## config.mk

```make
export PLATFORM = sky130hd
export DESIGN_NAME = input_debouncer_flat
export DESIGN_NICKNAME = d
export VERILOG_FILES = /design/src/rtl/input_debouncer_pkg.sv /design/src/rtl/input_debouncer_if.sv /design/src/rtl/input_debouncer_sync_chain.sv /design/src/rtl/input_debouncer.sv /design/src/flat_wrapper.sv
export SDC_FILE = /design/constraint.sdc
export NUM_CORES = 1
export LEC_CHECK = 0
export CORE_AREA = 2 2 39 41
export DETAILED_ROUTE_END_ITERATION = 8
export DIE_AREA = 0 0 41 43
export GPL_ROUTABILITY_DRIVEN = 0
export PLACE_DENSITY = 0.54
export SLEW_MARGIN = 5
export SYNTH_ARGS = -nofsm -noshare
export SYNTH_HDL_FRONTEND = slang
export SYNTH_SLANG_ARGS = --single-unit
```

## constraint.sdc

```tcl
create_clock -name clk -period 1.6 [get_ports clk]
set_input_delay 0.32 -clock clk [delete_from_list [all_inputs] [get_ports clk]]
set_output_delay 0.32 -clock clk [all_outputs]
set_load 0.01 [all_outputs]
```

## src/rtl/input_debouncer_pkg.sv

```systemverilog
// Shared debouncer types: 2-bit FSM state encoding and counter sizing helper.
// Latency: none (declarations only).
// Backpressure: none (declarations only).
package debounce_pkg;

  // Two idle states remember the accepted level. Two wait states count
  // consecutive synchronized samples that disagree with that level.
  typedef enum logic [1:0] {
    IDLE_LOW  = 2'b00,
    WAIT_HIGH = 2'b01,
    IDLE_HIGH = 2'b10,
    WAIT_LOW  = 2'b11
  } dbnc_state_e;

  localparam int SYNC_STAGES_MIN     = 2;
  localparam int SYNC_STAGES_MAX     = 4;
  localparam int DEBOUNCE_CYCLES_MIN = 2;
  localparam int DEBOUNCE_CYCLES_MAX = 65535;

  // The counter holds values 0..cycles-1, so clog2(cycles) bits are enough.
  // The floor of 1 keeps the vector legal for degenerate values.
  function automatic int dbnc_cnt_width(input int cycles);
    return (cycles < 2) ? 1 : $clog2(cycles);
  endfunction

endpackage

```

## src/rtl/input_debouncer_if.sv

```systemverilog
// Debouncer signal bundle: raw button in, debounced level and edge pulses out.
// Latency: none (wiring only).
// Backpressure: none; the outputs are free-running status signals.
// Ports: btn_in (raw input), btn_level, btn_rise, btn_fall (debounced outputs).
interface input_debouncer_if;

  logic btn_in;
  logic btn_level;
  logic btn_rise;
  logic btn_fall;

  // The master drives the raw input and observes the results.
  modport master (
    output btn_in,
    input  btn_level,
    input  btn_rise,
    input  btn_fall
  );

  // The debouncer itself.
  modport slave (
    input  btn_in,
    output btn_level,
    output btn_rise,
    output btn_fall
  );

endinterface

```

## src/rtl/input_debouncer_sync_chain.sv

```systemverilog
// Multi-flop synchronizer that brings an asynchronous input into the clk domain.
// Latency: STAGES cycles from d_i to q_o.
// Backpressure: none; it samples every cycle.
// Ports: clk, rst_n (async active-low), d_i (async input), q_o (synchronized).
module sync_chain #(
  parameter int STAGES = 2
) (
  input  logic clk,
  input  logic rst_n,
  input  logic d_i,
  output logic q_o
);

  logic [STAGES-1:0] chain_q;

  always_ff @(posedge clk or negedge rst_n) begin
    if (!rst_n) begin
      chain_q <= '0;
    end else begin
      chain_q <= {chain_q[STAGES-2:0], d_i};
    end
  end

  assign q_o = chain_q[STAGES-1];

endmodule

```

## src/rtl/input_debouncer.sv

```systemverilog
// Button debouncer: synchronize, then accept a new level after DEBOUNCE_CYCLES equal samples.
// Latency: SYNC_STAGES + DEBOUNCE_CYCLES - 1 cycles from the first sample to a btn_level change.
// Backpressure: none; the rise/fall pulses last one cycle and are not held.
// Ports: clk, rst_n (async active-low), bus (slave: btn_in -> btn_level/btn_rise/btn_fall).
module input_debouncer
  import debounce_pkg::*;
#(
  parameter int SYNC_STAGES     = 2,
  parameter int DEBOUNCE_CYCLES = 16
) (
  input  logic               clk,
  input  logic               rst_n,
  input_debouncer_if.slave   bus
);

  localparam int                 CNT_W    = dbnc_cnt_width(DEBOUNCE_CYCLES);
  localparam logic [CNT_W-1:0]   CNT_ONE  = CNT_W'(1);
  localparam logic [CNT_W-1:0]   CNT_LAST = CNT_W'(DEBOUNCE_CYCLES - 1);

  logic              s;
  dbnc_state_e       state_q, state_d;
  logic [CNT_W-1:0]  cnt_q, cnt_d;
  logic              level_q, level_d;
  logic              rise_q, rise_d;
  logic              fall_q, fall_d;

  sync_chain #(
    .STAGES (SYNC_STAGES)
  ) u_sync (
    .clk   (clk),
    .rst_n (rst_n),
    .d_i   (bus.btn_in),
    .q_o   (s)
  );

  // Next-state logic. Entering a wait state already counts the first
  // disagreeing sample, so acceptance happens on the sample where the
  // counter sits at DEBOUNCE_CYCLES-1. The counter therefore stops at that
  // value and never wraps. If the input agrees with the old level on that
  // same sample, the first branch aborts the wait.
  always_comb begin
    state_d = state_q;
    cnt_d   = cnt_q;
    level_d = level_q;
    rise_d  = 1'b0;
    fall_d  = 1'b0;
    unique case (state_q)
      IDLE_LOW: begin
        if (s) begin
          state_d = WAIT_HIGH;
          cnt_d   = CNT_ONE;
        end
      end
      WAIT_HIGH: begin
        if (!s) begin
          state_d = IDLE_LOW;
          cnt_d   = '0;
        end else if (cnt_q == CNT_LAST) begin
          state_d = IDLE_HIGH;
          cnt_d   = '0;
          level_d = 1'b1;
          rise_d  = 1'b1;
        end else begin
          cnt_d = cnt_q + CNT_ONE;
        end
      end
      IDLE_HIGH: begin
        if (!s) begin
          state_d = WAIT_LOW;
          cnt_d   = CNT_ONE;
        end
      end
      WAIT_LOW: begin
        if (s) begin
          state_d = IDLE_HIGH;
          cnt_d   = '0;
        end else if (cnt_q == CNT_LAST) begin
          state_d = IDLE_LOW;
          cnt_d   = '0;
          level_d = 1'b0;
          fall_d  = 1'b1;
        end else begin
          cnt_d = cnt_q + CNT_ONE;
        end
      end
    endcase
  end

  // FSM state and sample counter.
  always_ff @(posedge clk or negedge rst_n) begin
    if (!rst_n) begin
      state_q <= IDLE_LOW;
      cnt_q   <= '0;
    end else begin
      state_q <= state_d;
      cnt_q   <= cnt_d;
    end
  end

  // The outputs are registered on the same edge as the state change, so the
  // pulses line up with the btn_level transition.
  always_ff @(posedge clk or negedge rst_n) begin
    if (!rst_n) begin
      level_q <= 1'b0;
      rise_q  <= 1'b0;
      fall_q  <= 1'b0;
    end else begin
      level_q <= level_d;
      rise_q  <= rise_d;
      fall_q  <= fall_d;
    end
  end

  assign bus.btn_level = level_q;
  assign bus.btn_rise  = rise_q;
  assign bus.btn_fall  = fall_q;

endmodule

```

## src/flat_wrapper.sv

```systemverilog
// flat-port wrapper written by rule: the top's interface ports become plain ports
module input_debouncer_flat import debounce_pkg::*;
#(
  parameter int SYNC_STAGES     = 2,
  parameter int DEBOUNCE_CYCLES = 16
)
  (clk, rst_n, bus_btn_in, bus_btn_level, bus_btn_rise, bus_btn_fall);
  input_debouncer_if bus_i ();
  input  logic clk;
  input  logic rst_n;
  input wire logic [$bits(bus_i.btn_in)-1:0] bus_btn_in;
  output wire logic [$bits(bus_i.btn_level)-1:0] bus_btn_level;
  output wire logic [$bits(bus_i.btn_rise)-1:0] bus_btn_rise;
  output wire logic [$bits(bus_i.btn_fall)-1:0] bus_btn_fall;
  assign bus_i.btn_in = bus_btn_in;
  assign bus_btn_level = bus_i.btn_level;
  assign bus_btn_rise = bus_i.btn_rise;
  assign bus_btn_fall = bus_i.btn_fall;
  input_debouncer #(.SYNC_STAGES(SYNC_STAGES), .DEBOUNCE_CYCLES(DEBOUNCE_CYCLES)) u_core (.clk(clk), .rst_n(rst_n), .bus(bus_i));
endmodule
```

# Word-level counts from Yosys, hierarchy flattened
# Index checks and enable logic that the tools add are counted.
totals:
  ff_bits: 11
  latch_bits: 0
  mem_bits_rw: 0
  romBits: 0
  inputBits: 3
  elab_cells: 47
  mem_count: 0
classes:
  addsub: 1
  mul: 0
  div: 0
  n_lt_le_gt_ge: 0
  eq_ne: 12
  shifts: 0
  muxes: 23
  bitwise: 0
  n_reduce_logical: 5
ops:
  columns: ["op", "count"]
  rows:
  - ["two-way mux 4 bit", 5]
  - ["one-hot mux 4 bit (4 select lines)", 1]
  - ["two-way mux 2 bit", 6]
  - ["two-way mux 1 bit", 9]
  - ["!= test 2 bit (second input constant)", 4]
  - ["one-hot mux 2 bit (4 select lines)", 1]
  - ["!= test 3 x 2 -> 1 bit (second input constant)", 2]
  - ["AND reduction 5 bit", 1]
  - ["adder 4 x 1 -> 4 bit (second input constant)", 1]
  - ["== test 2 bit (second input constant)", 2]
  - ["== test 4 bit (second input constant)", 1]
  - ["!= test 2 x 1 -> 1 bit (second input constant)", 2]
  - ["AND reduction 4 bit", 1]
  - ["== test 2 x 1 -> 1 bit (second input constant)", 1]
  - ["zero test 2 bit", 1]
  - ["one-hot mux 1 bit (2 select lines)", 1]
  - ["AND reduction 2 bit", 1]
  - ["nonzero test 2 bit", 1]

# Logic depth before layout (Yosys ltp)
depth:
  word_depth: 4
  ltp_mapped: 4
  ltp_nobuf: 4

# By module
# Synthesis repeated with hierarchy kept, for this count alone.
hier_totals:
  hier_cells: 44
  area_unflattened_um2: 486.7
by_module_without_submodules:
  columns: ["module", "n_inst", "cells_each", "area_each_um2", "seq_area_each_um2"]
  rows:
  - ["input_debouncer", 1, 42, 436.7, 225.2]
  - ["sync_chain", 1, 2, 50.0, 50.0]

# Worst setup path after synthesis
# Ideal clock, no wire load.
synth_path:
  path_type: "reg-to-reg"
  start: "register u_core.cnt_q[0]"
  end: "register u_core.cnt_q[2]"
  setup_time_ns: 0.126
  arrival_time_ns: 1.129
  required_ns: 1.474
  path_slack_ns: 0.345
  stages_incl_launch_ff: 4
  n_path_buf: 0
  path_cell_list: "dfrtp_1 ha_1 and2b_2 a221o_1"
synth_via:
  elab_chain_len: 4
  word_cells_on_any_way: 6
  cone_classes: "add/sub (1); eq/ne (1); mux (4)"
synth_rtl:
  columns: ["element", "line", "rtl"]
  rows:
  - ["start: declaration", "input_debouncer.sv:22", "logic [CNT_W-1:0] cnt_q, cnt_d;"]
  - ["start signal: assignment", "input_debouncer.sv:96", "cnt_q <= cnt_d;"]
  - ["adder 4 x 1 -> 4 bit / == test 4 bit (equally long branches)", null, null]
  - ["two-way mux 4 bit *", "input_debouncer.sv:58, input_debouncer.sv:77", null]
  - ["two-way mux 4 bit (on tied branches)", "input_debouncer.sv:74, input_debouncer.sv:55", null]
  - ["one-hot mux 4 bit (4 select lines) *", "input_debouncer.sv:47", "unique case (state_q)"]
# Mark *: on every way between the ends. The rest lies on a longest branch, timed or not.
# A chain may end at the register's enable or synchronous reset.

# Worst setup path after layout
layout_path:
  start: "register u_core.level_q, in the netlist u_core.bus.btn_level"
  end: "output bus_btn_level"
layout_lines:
  columns: ["element", "line", "rtl"]
  rows:
  - ["start: declaration", "input_debouncer.sv:23", "logic level_q, level_d;"]
  - ["start signal: assignment", "input_debouncer.sv:108", "level_q <= level_d;"]
  - ["end: declaration", "flat_wrapper.sv:12", "output wire logic [$bits(bus_i.btn_level)-1:0] bus_btn_level;"]
# No word-level cell between the ends.

==> impl_table.tex <==
\begin{tabular}{lr}
\hline
Metric & Value \\
\hline
\multicolumn{2}{l}{\textbf{Timing}} \\
Hold Fails Final Rpt & 0 \\
Headroom to the max-slew limit & between 60\% and 70\% \\
Portion of the clock cycle consumed by the worst path in the final layout & between 90\% and 100\% \\
Setup repair after global routing missed its margin & no \\
Min Tclk post-route & roughly 1.5 ns \\
Final setup violating endpoints & 0 \\
Final setup skew & between 0.004 and 0.005 ns \\
Total count of max-transition violations in the final report & 0 \\
Achievable frequency & $\sim$660 MHz \\
Least-Margin Pin Slew & between 0.4 and 0.5 ns \\
Summed negative setup slack over all endpoints & 0 ns \\
\multicolumn{2}{l}{\textbf{GRT}} \\
Antenna violations before repair & 0 \\
Wire length of the first global-routing pass & around 1.5 mm \\
Largest net degree at the start of global routing & 12 \\
Total Routing Usage GR & around an eighth \\
Total gr overflow & 0 \\
Via count of the first global-routing pass & $\sim$360 \\
\multicolumn{2}{l}{\textbf{Cells and area}} \\
Count of antenna diodes in the layout & 0 \\
Area taken by multi-input logic gates & between 150 and 200 sq um \\
Share of layout cells above drive strength 1 & between 10\% and 20\% \\
Final net count & between 50 and 60 \\
Post-synthesis to final-layout area growth & 20.5\% \\
Finished Cell Area & between 500 and 600 sq um \\
Area used by sequential logic in the layout & about 280 sq um \\
Filler Cell Count & roughly 130 \\
\multicolumn{2}{l}{\textbf{Placement}} \\
HPWL reported at the end of detailed placement & between 600 and 700 microns \\
Number of port buffers & 5 \\
DP Area & around 550 sq um \\
\multicolumn{2}{l}{\textbf{Setup path}} \\
Crit end category & output port \\
Capture instance of the worst register-to-register path & u\_core.cnt\_q[2]\$\_DFFE\_PN0P\_ \\
CP max stage delay & approximately 0.55 ns \\
Buffers and inverters on the worst path & 1 \\
Worst-case reg-to-reg path depth & 3 \\
Minimum setup slack among reg-to-reg paths & around 0.27 ns \\
Critical Path Start Type & register \\
Top cell family by delay on the critical path & buffers and inverters \\
Setup Crit Path Kind & reg -> out \\
Critical Path RT & 1.28 ns \\
Critical path fanouts, max & 3 \\
Slowest cell on the critical path & clkdlybuf4s50\_1 \\
Logic depth of the worst path, buffers included & 1 \\
Worst Path Arrival & around 1.2 ns \\
Cells along the critical path & clkdlybuf4s50\_1 \\
Reg2Reg Launch Point & u\_core.cnt\_q[0]\$\_DFFE\_PN0P\_ \\
\multicolumn{2}{l}{\textbf{Yosys}} \\
Number of instances in the synthesized netlist & 41 \\
Distinct cells, synth & 22 \\
Register bit count reported by yosys & 11 \\
Fraction of registers with async set/reset & 100\% \\
Seq/Total Area, Yosys & around 58\% \\
Primary flip-flop cell chosen by synthesis mapping & dfrtp\_1 \\
Number of enable-type register cells in the synthesized netlist & 0 \\
Area share of the largest cell type after synthesis & between 50 and 60\% \\
Commonest cells in the synthesized netlist & dfrtp\_1, a21oi\_1, nand2\_1, nand3\_1, nor2\_1 \\
Most used standard cell by instance count after synthesis & dfrtp\_1 \\
Library cell with the largest summed area after synthesis & dfrtp\_1 \\
Mapped Nets & 45 \\
Top post-synthesis cells by area & dfrtp\_1, xor2\_2, a21oi\_1 \\
Total of warnings raised by yosys & 0 \\
Post-Synthesis Cell Area & around 480 sq um \\
Avg Cell Area, Syn & 11.6 sq um \\
\multicolumn{2}{l}{\textbf{Run status}} \\
Outcome & finished clean \\
\multicolumn{2}{l}{\textbf{Die}} \\
Core Area & approximately 0.0014 sq mm \\
I/O pins & 6 \\
Width of the die & 41 microns \\
Num rows & 14 \\
Initial core utilization & 34.4\% \\
Die Ht & roughly 43 microns \\
Die Outline Area & 0.00176 sq mm \\
\multicolumn{2}{l}{\textbf{CTS}} \\
CTS tree & done \\
Setup Buffers After CTS & 0 \\
CTS-repair resized insts & 0 \\
Clock latency of the later-clocked register in the worst-skew pair & roughly 0.27 ns \\
Number of buffers created by CTS & 3 \\
Count of clock tree sinks & 11 \\
H-Tree Depth & 1 \\
Max Root-Sink Buffers & 2 \\
Post-cts hold buffer count & 0 \\
CTS Root Buffer Type & clkbuf\_4 \\
Clock slew seen by the registers of the worst setup and hold paths & approximately 0.07 ns \\
\multicolumn{2}{l}{\textbf{Drt}} \\
Number of detailed-routing iterations run before antenna repair & 4 \\
Post-route DRC violation count & 0 \\
Starting DRC count in detailed routing & 6 \\
Post-DR wirelength/cell & 12.3 microns \\
Vias per inst & $\sim$5.2 \\
Total vias in the final route & 345 \\
Drt total wl & between 800 and 900 microns \\
Antenna-violating nets left & 0 \\
\multicolumn{2}{l}{\textbf{Power and ir drop}} \\
Power density relative to cell area & approximately 940 mW/mm\^{}2 \\
Final Total Pwr & approximately 0.00054 W \\
Worst voltage drop across the vdd grid & $\sim$0.00060 V \\
Leakage dissipation & 0.260 nW \\
\multicolumn{2}{l}{\textbf{Job}} \\
Total of max-cap violations & 0 \\
\multicolumn{2}{l}{\textbf{Min path}} \\
Worst Hold Class & in -> async \\
\hline
\end{tabular}
## metrics by stage
stage | setup WS (ns) | hold slack [ns] | util (%) | std cells
after floorplan | 0.345 | 0.0244 | - | 41
after global placement | 0.295 | 0.346 | 39.5 | 62
after detailed placement | 0.273 | 0.342 | 39.5 | 62
after CTS | 0.0796 | 0.370 | 41.5 | 66
after global routing | 0.0418 | 0.383 | 41.5 | 66
final | 0.0806 | 0.361 | 41.5 | 66
## where the power goes
group | switching, W | total, W | internal [W]
logic | 0.0000220 | 0.0000453 | 0.0000233
registers | 0.0000161 | 0.000306 | 0.000290
clock network | 0.0000970 | 0.000190 | 0.0000927
total | 0.000135 | 0.000541 | 0.000406
## worst max path at each step
stage	endpoint	slack, ns	from
5_1_grt	bus_btn_level	0.04	u_core.bus.btn_level$_DFFE_PN0P_
3_5_place_dp	u_core.cnt_q[2]$_DFFE_PN0P_	0.27	u_core.cnt_q[0]$_DFFE_PN0P_
3_3_place_gp	u_core.cnt_q[2]$_DFFE_PN0P_	0.30	u_core.cnt_q[0]$_DFFE_PN0P_
4_1_cts	bus_btn_level	0.08	u_core.bus.btn_level$_DFFE_PN0P_
6_report	bus_btn_level	0.08	u_core.bus.btn_level$_DFFE_PN0P_
2_1_floorplan	u_core.cnt_q[2]$_DFFE_PN0P_	0.35	u_core.cnt_q[0]$_DFFE_PN0P_
## kinds of logic (layout without fill, tap and decap cells)
group                      count (synthesis)  after routing  synth area share (%)
adders and majority gates                  1              1                  2.62
AOI/OAI and AO/OA                          9              9                  13.6
buffers and inverters                      2             11                  1.58
DFF                                       11             11                  57.7
xor gates and xnor gates                   2              2                  5.25
and+or+nand+nor                           16             16                  19.2
## placed cells by master, fill, tap and decap left out
master,synthesis,layout
nand3_1,3,3
nor2_2,1,1
inv_1,2,2
and2b_2,1,1
o2111ai_1,1,1
a22o_2,1,1
a31oi_1,1,1
and4b_1,1,1
dfrtp_1,11,11
and4_1,1,1
xor2_2,1,1
clkinv_2,0,1
ha_1,1,1
xnor2_1,1,1
nor2_1,3,3
clkbuf_4,0,3
clkdlybuf4s50_1,0,5
nor3b_1,1,1
nor4_1,1,1
o22a_2,1,1
a21oi_1,3,3
o21ai_0,1,1
nand2_1,3,3
nand4_1,1,1
a221o_1,1,1
## state kept, by name, summed over array words and instances, names as in the netlist, named ones only
signal	cells
u_core.bus.btn_fall	1
u_core.bus.btn_level	1
u_core.state_q	1
u_core.u_sync.chain_q	2
u_core.cnt_q	4
u_core.bus.btn_rise	1
## layout make-up
type | count | area share [%]
well taps | 16 | 3.49
inverters | 2 | 1.31
multi-input cells | 28 | 33.8
repair buffers | 5 | 8.71
flip-flops and latches | 11 | 47.9
clock buffers | 3 | 3.92
clock inverters | 1 | 0.871
## layer usage
metal	global-route usage [%]	share of wire (%)	up-vias
met5	0	0	-
met4	8.00	2.2	0
met3	4.71	3.1	2
met2	18.8	51	7
met1	16.1	43	167
li1	-	-	169
(Power assumes the default switching activity.)
